===== config.mk =====
export PLATFORM = sky130hd
export DESIGN_NAME = mem_port_arbiter
export DESIGN_NICKNAME = d
export VERILOG_FILES = /design/src/rtl/mem_port_arbiter.sv
export SDC_FILE = /design/constraint.sdc
export NUM_CORES = 1
export LEC_CHECK = 0
export CORE_UTILIZATION = 42
export CTS_CLUSTER_DIAMETER = 100
export CTS_CLUSTER_SIZE = 10
export DETAILED_ROUTE_END_ITERATION = 8
export PLACE_DENSITY = 0.82
export SLEW_MARGIN = 10
export SYNTH_ARGS = -nofsm -noshare
export SYNTH_HDL_FRONTEND = slang
export SYNTH_SLANG_ARGS = --single-unit
export TNS_END_PERCENT = 20

===== constraint.sdc =====
create_clock -name CLK -period 2 [get_ports CLK]
set_input_delay 0.4 -clock CLK [delete_from_list [all_inputs] [get_ports CLK]]
set_output_delay 0.4 -clock CLK [all_outputs]
set_load 0.02 [all_outputs]

===== src/rtl/mem_port_arbiter.sv =====
// Arbitrates the single RAM port between instruction fetch and data access.
// Data has priority; a starvation guard forces fetch and a watchdog aborts stuck accesses.
module mem_port_arbiter #(
  parameter int unsigned TIMEOUT      = 255,
  parameter int unsigned STARVE_LIMIT = 4
) (
  input  logic        CLK,
  input  logic        nRST,
  input  logic        iREN,
  input  logic [31:0] iaddr,
  input  logic        dREN,
  input  logic        dWEN,
  input  logic [31:0] daddr,
  input  logic [31:0] dstore,
  output logic        ihit,
  output logic        dhit,
  output logic [31:0] iload,
  output logic [31:0] dload,
  output logic        err,
  output logic        ram_REN,
  output logic        ram_WEN,
  output logic [31:0] ram_addr,
  output logic [31:0] ram_store,
  input  logic [31:0] ram_load,
  input  logic        ram_ready
);

  // The wait counter only has to reach TIMEOUT-1; the abort fires on the next miss.
  localparam int unsigned TmoW = (TIMEOUT > 1) ? $clog2(TIMEOUT) : 1;
  localparam int unsigned StvW = $clog2(STARVE_LIMIT + 1);
  localparam logic [TmoW-1:0] TmoLast  = TmoW'(TIMEOUT - 1);
  localparam logic [StvW-1:0] StvLimit = StvW'(STARVE_LIMIT);

  typedef enum logic [1:0] {StIdle, StIacc, StDacc, StResp} state_e;

  state_e          state_q;
  logic [TmoW-1:0] tmo_q;
  logic [StvW-1:0] starve_q;
  logic            data_req;
  logic            data_win;

  assign data_req = dREN | dWEN;
  assign data_win = data_req && ((starve_q < StvLimit) || !iREN);

  always_ff @(posedge CLK) begin
    if (!nRST) begin
      state_q   <= StIdle;
      tmo_q     <= '0;
      starve_q  <= '0;
      ihit      <= 1'b0;
      dhit      <= 1'b0;
      err       <= 1'b0;
      ram_REN   <= 1'b0;
      ram_WEN   <= 1'b0;
      ram_addr  <= '0;
      ram_store <= '0;
      iload     <= '0;
      dload     <= '0;
    end else begin
      ihit <= 1'b0;
      dhit <= 1'b0;
      err  <= 1'b0;
      case (state_q)
        StIdle: begin
          if (data_win) begin
            state_q   <= StDacc;
            ram_WEN   <= dWEN;
            ram_REN   <= ~dWEN;
            ram_addr  <= daddr;
            ram_store <= dstore;
            tmo_q     <= '0;
            starve_q  <= iREN ? starve_q + 1'b1 : '0;
          end else if (iREN) begin
            state_q  <= StIacc;
            ram_REN  <= 1'b1;
            ram_WEN  <= 1'b0;
            ram_addr <= iaddr;
            tmo_q    <= '0;
            starve_q <= '0;
          end
        end
        StIacc, StDacc: begin
          if (ram_ready) begin
            state_q <= StResp;
            ram_REN <= 1'b0;
            ram_WEN <= 1'b0;
            if (state_q == StIacc) begin
              ihit  <= 1'b1;
              iload <= ram_load;
            end else begin
              dhit <= 1'b1;
              // ram_REN doubles as the latched op: high only for a data read here.
              if (ram_REN) dload <= ram_load;
            end
          end else if (tmo_q == TmoLast) begin
            state_q <= StIdle;
            ram_REN <= 1'b0;
            ram_WEN <= 1'b0;
            err     <= 1'b1;
          end else begin
            tmo_q <= tmo_q + 1'b1;
          end
        end
        StResp: state_q <= StIdle;
        default: state_q <= StIdle;
      endcase
    end
  end

endmodule


==> results.toml <==
[power_and_ir_drop]
ir_drop_mv = 0.772
swShare_pct = 33.8
intPower_mw = 7.62
clkPwrFrac_pct = 28.2
power.switching_mw = 3.90
leakage_nw = 3.91
total_power_mw = 11.5
p_comb_share_pct = 38.7
seqPwrFrac_pct = 33.1
power.density_nw_per_um2 = 1210

[setup_path]
cp_max_fo = 2
required_ps = 1600
worst_setup_path_end_kind = "output pin"
rr_startpoint = "state_q[1]"
rrSetupSlack_ps = 190
crit_family = "buffers and inverters"
worstSetupStartpoint = "ram_addr[7]"
arrival_ps = 1430
path_cells = "clkdlybuf4s50_1"
cp_slowest_cell = "clkdlybuf4s50_1"
start_kind = "flop"
crit_path_max_incr_delay_ps = 640
critPathKind = "reg -> out"
crit_buf_inv = 1

[placement]
place.detailed.hpwl_mm = 11.9
dpl.cell_count = 1092
port-buffer-count = 266
place_area_sq_um = 8920
gp_congestion = 0.779

[floorplan]
coreArea_sq_um = 13900
std_cell_rows = 43
initial_utilization_pct = 43.0
ios = 267
die_area_sq_um = 14700
dieHeight_um = 121
die_w_um = 121

[clock_network]
cts_buffers = 17
post_cts_buffers = 0
clock_path_buffers = 2
insertion_delay_ps = 410
cts_resized = 0
clk_pin_slew_ps = 60
cts.sinks = 146
cts_tree = "done"
cts-root-buf = "clkbuf_16"
ctsHoldBuffers = 0
h-tree-depth = 4

[synth]
synth_cell_types = 41
synth_warnings = 0
ys_ff_latch = 146
synthArstFlopShare_pct = 0
synth_seq_area_share_pct = 48.9
synth_top_cell_area_share_pct = 48.9
synthTopCellsByArea = "dfxtp_1 49%, nand2_1 15%, a21boi_0 8.3%, o211a_1 5.7%, mux2i_1 5.4%"
synthesis.nets = 811
synth-main-ff-cell = "dfxtp_1"
synthCells = 672
avgSynthCellArea_sq_um = 8.89
synth_area_leader_cell = "dfxtp_1"
syn_area_sq_um = 5970
synth-edff-count = 0

[detailed_routing]
vias = 5565
final_antenna_net_count = 0
viasPerCell = 4.95
firstDrtPassIters = 4
wl_per_cell_um = 14.7
drcViolationCount = 0
wirelength_mm = 16.6
drt-initial-drc-count = 325

[sta]
min_period_ps = 1830
rsz0062_at_grt = "no"
period_share_pct = 91.7
clock.fmax_ghz = 0.545
skew_ps = 6.01
finalSetupViolCount = 0
slew_headroom_pct = 61.3
hold_viol_final = 0
tightest_slew_ps = 580
maxSlewViolCount = 0

[cells_and_area]
n_antenna_cell = 0
fillers = 1141
drive_gt1_share_pct = 6.67
fin_area_sq_um = 9530
area_growth_pct = 59.5
stdcell_count = 1124
final_net_count = 1070

[run_status]
status = "finished, final reports clean"

[grt]
grt_start_max_net_pins = 71
antenna_found_initial = 0
overflow = 0
track_usage_pct = 22.7
grt_pass1_vias = 5207
grt_pass1_wl_mm = 25.7

[worst_hold_path]
hp-start = "nRST"
hold_class = "in -> reg"

[run]
maxCapViolCount = 0
-- kinds of logic (layout without fill, tap and decap cells) --
group,Yosys count,in the layout,synth area share (%)
AND/OR/NAND/NOR,269,269,18.5
AO/OA/AOI/OAI,165,165,22.2
flip-flops,146,146,48.9
buffers and inverters,55,327,4.06
multiplexers,32,32,5.36
adder cells (fa/ha/maj),5,5,1.05
-- cells in the final DEF (no fill, tap or decap), types with 3 or more instances in the layout --
cell	count
ha_1	5
a21boi_1	31
bufinv_16	3
buf_4	17
buf_12	8
nor2b_1	3
a21oi_1	8
clkdlybuf4s50_1	265
and2_1	3
nor3_1	3
mux2i_1	32
clkbuf_16	17
nand2_1	235
and3_1	4
dfxtp_1	146
o21ai_0	7
inv_1	5
clkinv_2	3
nand3_1	4
clkinvlp_4	3
o211a_1	34
o21a_1	3
a21boi_0	66
nor2_1	5
-- metrics by stage --
step           hold slack, ps  worst slack (ps)  utilization (%)  setup TNS (ps)
4_1_cts                   351               153             68.7               0
5_1_grt                   355              43.5             68.7               0
3_5_place_dp              445             -94.5             64.3            -804
6_report                  363               166             68.7               0
3_3_place_gp              440             -40.4             64.3            -165
2_1_floorplan             443               343                -               0
-- state kept, by name, summed over array words and instances, names as in the netlist, 2 cells and up --
name       cells
state_q        2
starve_q       3
iload         32
ram_addr      32
tmo_q          8
dload         32
ram_store     32
-- metal layers --
metal  global-route usage [%]  vias up  share of wire (%)
li1                         -     2793                  -
met2                     39.6      229                 50
met4                     8.72        0                1.7
met3                     7.52       20                8.8
met1                     25.4     2523                 40
met5                        0        -                  0
-- cell usage after synthesis (2+ instances only) --
master    instances
nand2_1         235
dfxtp_1         146
a21boi_0         66
o211a_1          34
clkbuf_1         33
mux2i_1          32
a21boi_1         31
buf_2            11
a21oi_1           8
o21ai_0           7
buf_4             6
ha_1              5
inv_1             5
nor2_1            5
and3_1            4
nand3_1           4
and2_1            3
nor2b_1           3
nor3_1            3
o21a_1            3
a31o_2            2
a31oi_1           2
a41oi_1           2
and4_1            2
nand2b_1          2
nand3b_1          2
nand4_1           2
-- final timing paths --
path,end,cells past startpoint
hold reg to reg,ram_store[18],2
hold / removal,err,3
setup reg to reg,tmo_q[5],6
setup / recovery,ram_addr[7],1
-- cell type report --
class	instances	area (sq um)	area share, %
Inverter	5	18.8	0.197
Tap cell	180	225	2.36
Clock buffer	20	457	4.79
Multi-Input combinational cell	471	2810	29.5
Sequential cell	146	2920	30.7
Clock inverter	12	154	1.61
Timing Repair Buffer	290	2940	30.8
-- power groups by stage --
stage	Combinational [mW]	Sequential, mW	Clock, mW
CTS	4.50	3.81	3.32
floorplan	1.75	4.51	0
global placement	4.41	3.85	0
detailed placement	4.46	3.87	0
global route	4.83	3.88	3.44
finish	4.46	3.81	3.24
(Power assumes the default switching activity.)
